[config.mk]
export PLATFORM = sky130hd
export DESIGN_NAME = bcd_digit_loader
export DESIGN_NICKNAME = d
export VERILOG_FILES = /design/src/rtl/bcd_digit_loader_pkg.sv /design/src/rtl/bcd_digit_loader_enter_debouncer.sv /design/src/rtl/bcd_digit_loader.sv
export SDC_FILE = /design/constraint.sdc
export NUM_CORES = 1
export LEC_CHECK = 0
export ABC_AREA = 1
export ABC_CLOCK_PERIOD_IN_PS = 1800
export BUFFER_PORTS_ARGS = -buffer_cell sky130_fd_sc_hd__buf_2
export CAP_MARGIN = 10
export CELL_PAD_IN_SITES_DETAIL_PLACEMENT = 0
export CELL_PAD_IN_SITES_GLOBAL_PLACEMENT = 1
export CORE_MARGIN = 2
export CORE_UTILIZATION = 25
export DETAILED_ROUTE_END_ITERATION = 6
export PLACE_DENSITY_LB_ADDON = 0.08
export SLEW_MARGIN = 20
export SYNTH_ARGS = -nofsm -noshare
export SYNTH_HDL_FRONTEND = slang
export SYNTH_HIERARCHICAL = 1
export SYNTH_SLANG_ARGS = --single-unit
[constraint.sdc]
create_clock -name clock -period 1.8 [get_ports clock]
set_clock_uncertainty 0.05 [all_clocks]
set_input_delay 0.36 -clock clock [delete_from_list [all_inputs] [get_ports clock]]
set_output_delay 0.36 -clock clock [all_outputs]
set_load 0.01 [all_outputs]
[src/rtl/bcd_digit_loader_pkg.sv]
// Shared types and constants for the BCD operand loader.
// Holds the entry FSM states plus helpers that map a load state to its operand slot.
package bcd_digit_loader_pkg;

  typedef enum logic [1:0] {
    LOAD1 = 2'd0,
    LOAD2 = 2'd1,
    LOAD3 = 2'd2,
    READY = 2'd3
  } state_t;

  localparam logic [3:0] MAX_BCD_DIGIT = 4'd9;
  localparam int         NUM_OPERANDS  = 3;

  function automatic logic is_bcd(input logic [3:0] d);
    return d <= MAX_BCD_DIGIT;
  endfunction

  // LOADk fills operand slot k-1; the enum encoding is chosen so this is a plain cast.
  function automatic logic [1:0] slot_of(input state_t s);
    return 2'(s);
  endfunction

  function automatic state_t advance(input state_t s);
    state_t n;
    case (s)
      LOAD1:   n = LOAD2;
      LOAD2:   n = LOAD3;
      default: n = READY;
    endcase
    return n;
  endfunction

endpackage

[src/rtl/bcd_digit_loader_enter_debouncer.sv]
// Debounces the raw enter level and emits one press per high period.
// press is combinational so the consumer acts on the same edge the count completes.
module enter_debouncer #(
  parameter int DEBOUNCE_CYCLES = 4
) (
  input  logic clock,
  input  logic reset,
  input  logic enter,
  output logic press
);

  localparam logic [3:0] TARGET = 4'(DEBOUNCE_CYCLES);

  logic [3:0] count_reg, count_next;
  logic       armed_reg, armed_next;

  assign press = enter && armed_reg && (count_reg == TARGET - 4'd1);

  always_comb begin
    count_next = count_reg;
    armed_next = armed_reg;
    if (!enter) begin
      count_next = 4'd0;
      armed_next = 1'b1;
    end else begin
      if (count_reg != TARGET) begin
        count_next = count_reg + 4'd1;
      end
      if (press) begin
        armed_next = 1'b0;
      end
    end
  end

  // Starting disarmed forces a low sample after reset before the first press.
  always_ff @(posedge clock) begin
    if (reset) begin
      count_reg <= 4'd0;
      armed_reg <= 1'b0;
    end else begin
      count_reg <= count_next;
      armed_reg <= armed_next;
    end
  end

endmodule

[src/rtl/bcd_digit_loader.sv]
// Collects three debounced BCD digits from an operator button and presents them
// as stable operands to a downstream three-digit adder until consumed or cleared.
module bcd_digit_loader
  import bcd_digit_loader_pkg::*;
#(
  parameter int DEBOUNCE_CYCLES = 4
) (
  input  logic       clock,
  input  logic       reset,
  input  logic [3:0] digit_in,
  input  logic       enter,
  input  logic       clear,
  input  logic       consume,
  output logic [3:0] num1,
  output logic [3:0] num2,
  output logic [3:0] num3,
  output logic       operands_valid,
  output logic [1:0] digit_count,
  output logic       entry_error
);

  logic press;

  enter_debouncer #(
    .DEBOUNCE_CYCLES(DEBOUNCE_CYCLES)
  ) u_enter_debouncer (
    .clock(clock),
    .reset(reset),
    .enter(enter),
    .press(press)
  );

  state_t     state_reg, state_next;
  logic [3:0] num_reg  [NUM_OPERANDS];
  logic [3:0] num_next [NUM_OPERANDS];
  logic [1:0] count_reg, count_next;
  logic       err_reg, err_next;

  always_comb begin
    state_next = state_reg;
    count_next = count_reg;
    err_next   = err_reg;
    for (int i = 0; i < NUM_OPERANDS; i++) begin
      num_next[i] = num_reg[i];
    end

    // clear outranks everything; a press seen alongside it is simply dropped.
    if (clear || (state_reg == READY && consume)) begin
      state_next = LOAD1;
      count_next = 2'd0;
      err_next   = 1'b0;
      for (int i = 0; i < NUM_OPERANDS; i++) begin
        num_next[i] = 4'd0;
      end
    end else if (state_reg != READY && press) begin
      if (is_bcd(digit_in)) begin
        num_next[slot_of(state_reg)] = digit_in;
        state_next = advance(state_reg);
        count_next = count_reg + 2'd1;
        err_next   = 1'b0;
      end else begin
        err_next = 1'b1;
      end
    end
  end

  always_ff @(posedge clock) begin
    if (reset) begin
      state_reg <= LOAD1;
      count_reg <= 2'd0;
      err_reg   <= 1'b0;
    end else begin
      state_reg <= state_next;
      count_reg <= count_next;
      err_reg   <= err_next;
    end
  end

  genvar gi;
  generate
    for (gi = 0; gi < NUM_OPERANDS; gi++) begin : g_operand
      always_ff @(posedge clock) begin
        if (reset) begin
          num_reg[gi] <= 4'd0;
        end else begin
          num_reg[gi] <= num_next[gi];
        end
      end
    end
  endgenerate

  assign num1           = num_reg[0];
  assign num2           = num_reg[1];
  assign num3           = num_reg[2];
  assign digit_count    = count_reg;
  assign entry_error    = err_reg;
  assign operands_valid = (state_reg == READY);

endmodule

# After elaboration in Yosys (flattened, before gate mapping)
# Memories as Yosys holds them, arrays and structs flattened.
# Index checks and enable logic that the tools add are counted.
# Widths: inputs -> output; s select.
# totals
reg_bits	10
ram_bits	12
in_bits	9
word_cells	48
mem_count	1
# mem_list
name	words	width	rd	rd_ports_with_merged_regs	wr	line_no	text
num_reg	3	4	3	0	3	bcd_digit_loader.sv:34	logic [3:0] num_reg [NUM_OPERANDS];
# classes
add_sub_neg	2
n_lt_le_gt_ge	3
eq_ne	6
muxes	16
bitwise_logic	5
n_reduce_logical	10
# op_table
operator	n
$mux 12	3
$mux 4	4
$bwmux 12	1
$demux 4 s2	1
$mux 1	6
$logic_and 1x1->1	5
$add 4x1->4 const B	1
$eq 4x2->1 const B	1
$le 4x4->1 const B	1
$ne 4x3->1 const B	1
$pmux 2 s2	1
$reduce_or 2->1	2
$ge 3x3->1 const B	1
$lt 3x1->1 const B	1
$not 2->3	1
$or 1x1->1	3
$add 2x1->2 const B	1
$eq 2x1->1 const B	1
$eq 2x2->1 const B	1
$logic_not 2->1	1
$ne 2x1->1 const B	1
$ne 2x2->1 const B	1
$reduce_and 2->1	1
$logic_or 1x1->1	1
$not 1->1	1

# Longest topological paths before layout
# depth
word_depth	10
depth_mapped	9

# Cells and area by module
# The synthesis kept the hierarchy.
# by_module_without_submodules
mod	instances	cells_each	area_each_um2
bcd_digit_loader	1	128	858.3
enter_debouncer	1	37	261.5

# Worst setup path before layout
# OpenSTA, ideal clock, no wires.
# synth_timing
path_type	flip-flop to flip-flop
from	reg u_enter_debouncer.count_reg[1]
to	mem num_reg[0][1]
arrival_time_ns	1.365
required_ns	1.640
path_slack_ns	0.275
stages_incl_launch_ff	10
path_buffers	1
period_less_slack_ns	1.525
cell_sequence	dfxtp_1 ha_1 nand2_1 nor2_1 inv_1 a21oi_4 buf_4 nand4_1 nand2_1 nor2_1
# synth_rtl
element	line_no	text
start: declaration	bcd_digit_loader_enter_debouncer.sv:14	logic [3:0] count_reg, count_next;
start signal: assignment	bcd_digit_loader_enter_debouncer.sv:41	count_reg <= count_next;
end: declaration	bcd_digit_loader.sv:34	

==> results.md <==
- Skew-Pair Late Insertion Delay: roughly 260 ps
- Synth unique cells: 22
- Dpl hpwl: around 1.8 mm
- Synth Register Bits: 22
- Commonest cells in the netlist: 39 x inv_1, 38 x nand2_1, 22 x dfxtp_1, 22 x nor2_1, 12 x nand4_1
- Drt first pass iters: 4
- CTS max path bufs: 2
- FF-to-FF Start: u_enter_debouncer/count_reg[1]
- Clock network power share: between 30% and 40%
- TritonCTS buffer count: 3
- Ys async rst share: 0%
- Die height: between 70 and 80 µm
- Data arrival, critical path: 1740 ps
- Post-DRT Antenna Nets: 0
- Cell area after layout: between 1000 and 1500 µm²
- Final Util: around a third
- Via count: roughly 1,000
- Post-Syn Area: 1120 µm²
- Syn avg cell area: between 6 and 7 µm²
- H-tree levels: 1
- # diodes: 0
- FMAX: approximately 620 MHz
- Synth warn: 6
- GR Util All Layers: between 10% and 20%
- Period utilization: 90.1%
- Placer Congestion: between 0.7 and 0.8
- Routed wire per std cell: between 9 and 10 µm
- MaxCap Viol Count: 0
- Startpoint types: flop
- Initial Util: roughly a quarter
- Clock Sinks: 22
- Post-synth top area cell: dfxtp_1
- Worst Path Max Fanout: 7
- Layout cells sized above 1: between 20% and 30%
- Hold WC Path Type: in2reg
- CP Class: reg2reg
- Largest net degree at the start of global routing: 15
- Cells after DPL: 240
- Top cells by area, synth: dfxtp_1 39%, inv_1 13%, nand2_1 13%, nor2_1 7.4%, nand4_1 6.7%
- Initial antenna violation count: 0
- Clock Pin Slew Worst Setup and Hold Paths: about 80 ps
- P_sw: roughly 200 µW
- Critical Path Sink Type: flop
- Core Area: 4320 µm²
- EDFF count, synth: 0
- Final setup vio count: 0
- Max-slew headroom: roughly two thirds
- Combinational share of power: under 10%
- Internal power: roughly 660 µW
- Via density: about 4.2
- Req. time, crit path: 1910 ps
- PortBufs: 24
- Root buf cell: clkbuf_8
- Setup repair after global routing missed its margin: no
- Most common cell in the synthesized netlist: inv_1
- Total congestion overflow: 0
- First-pass GRT wire length: between 4 and 5 mm
- Post-Route WL: 2.34 mm
- Seq/Total Area, Yosys: about two fifths
- Die width: ~71 µm
- Layout Cells excl Fill: approximately 250
- VDD IR max: about 230 µV
- Status: complete, no violations
- Fillers: about 490
- Hold path startpoint: reset
- Internal reg-to-reg setup slack: about 180 ps
- Share of the synthesized area in the top cell type: slightly below 40%
- Max reg flops: 12
- Top_reg_cell synth: dfxtp_1
- Top Ports: 25
- Number of remaining DRC errors: 0
- Number of core rows: 24
- 1st-iter DRT viols: 34
- Worst Tran Pin Value: around 520 ps
- Crit path time final: ~1600 ps
- CTS tree: built
- Synth Net Count: 176
- Area growth, synth to finish: 25.7%
- Pre-CTS WS: just over 80 ps
- Sequential Power Share: between 50% and 60%
- Final worst slack: about 180 ps
- Leakage: approximately 0.64 nW
- Vias in the first global route: approximately 950
- CP startpoint: u_enter_debouncer/count_reg[1]
- Slew Limit Fails: 0
- Die area: 5030 µm²
- Final Hold Fails: 0
- Pwr dens: a little over 600 nW/µm²
- Total Power: about 860 µW
- Switching part of the total: ~23%
- Setup tns final: 0 ps
- Area after DPL: between 1000 and 1500 µm²
- # nets final: 206
- Final hold slack: 239 ps
- Post-synthesis instance total: about 170
-- power by group through the flow --
stage | clock network (mW) | logic [mW] | registers, mW
final | 0.307 | 0.0612 | 0.493
after global routing | 0.351 | 0.0696 | 0.494
after CTS | 0.329 | 0.0586 | 0.493
after detailed placement | 0 | 0.0585 | 0.505
after global placement | 0 | 0.0586 | 0.504
after floorplan | 0 | 0.0384 | 0.504
-- worst max-delay path, cell delays in order, from the launching register on --
cell and delay [ps]:
dfxtp_1 380, ha_1 200, nand2_1 90, nor2_2 100, inv_1 90, a21oi_4 140, buf_12 140, buf_6 110
nand4_1 90, nand2_1 90, nor2_1 40
-- routing by layer --
layer | share of wire [%] | vias to the layer above | GRT usage [%]
li1 | - | 559 | -
met1 | 51 | 445 | 14.2
met2 | 43 | 19 | 15.8
met3 | 4.2 | 5 | 2.56
met4 | 2.1 | 0 | 5.03
met5 | 0 | - | 0
-- kinds of logic after synthesis --
group	Yosys count	synth area share, %
AOI/OAI and AO/OA	13	7.60
xor gates and xnor gates	1	0.782
adders and majority gates	2	2.23
buffers and inverters	44	16.2
DFF	22	39.3
and+or+nand+nor	83	33.9
-- area by class of cell --
cell class | count | area, µm² | area share, %
inverters | 40 | 150 | 10.7
repair buffers | 28 | 166 | 11.8
clock buffers | 3 | 41.3 | 2.93
well taps | 52 | 65.1 | 4.62
multi-input cells | 100 | 544 | 38.7
flip-flops and latches | 22 | 440 | 31.3
-- final timing paths --
| check | to | depth (start not counted) |
|---|---|---|
| max | num_reg[0][0] | 10 |
| min | u_enter_debouncer/armed_reg | 2 |
| max reg2reg | num_reg[0][0] | 10 |
| min reg2reg | num_reg[0][3] | 2 |
-- repair_timing --
action	in CTS	in global routing
endpoints found under the setup margin	0	12
setup buffers	0	1
hold buffers	0	0
resized for setup	0	9
-- placed cells by master, fill, tap and decap left out, drive strengths merged --
| cell | n |
|---|---|
| o21ai | 4 |
| nor2 | 25 |
| nand4 | 12 |
| buf | 28 |
| ha | 2 |
| xnor2 | 1 |
| dfxtp | 22 |
| a21boi | 1 |
| nand2 | 38 |
| a21oi | 8 |
| inv | 40 |
| nand3 | 8 |
| o21a | 1 |
| clkbuf | 3 |
No activity file was read; power rests on OpenSTA's default activity.
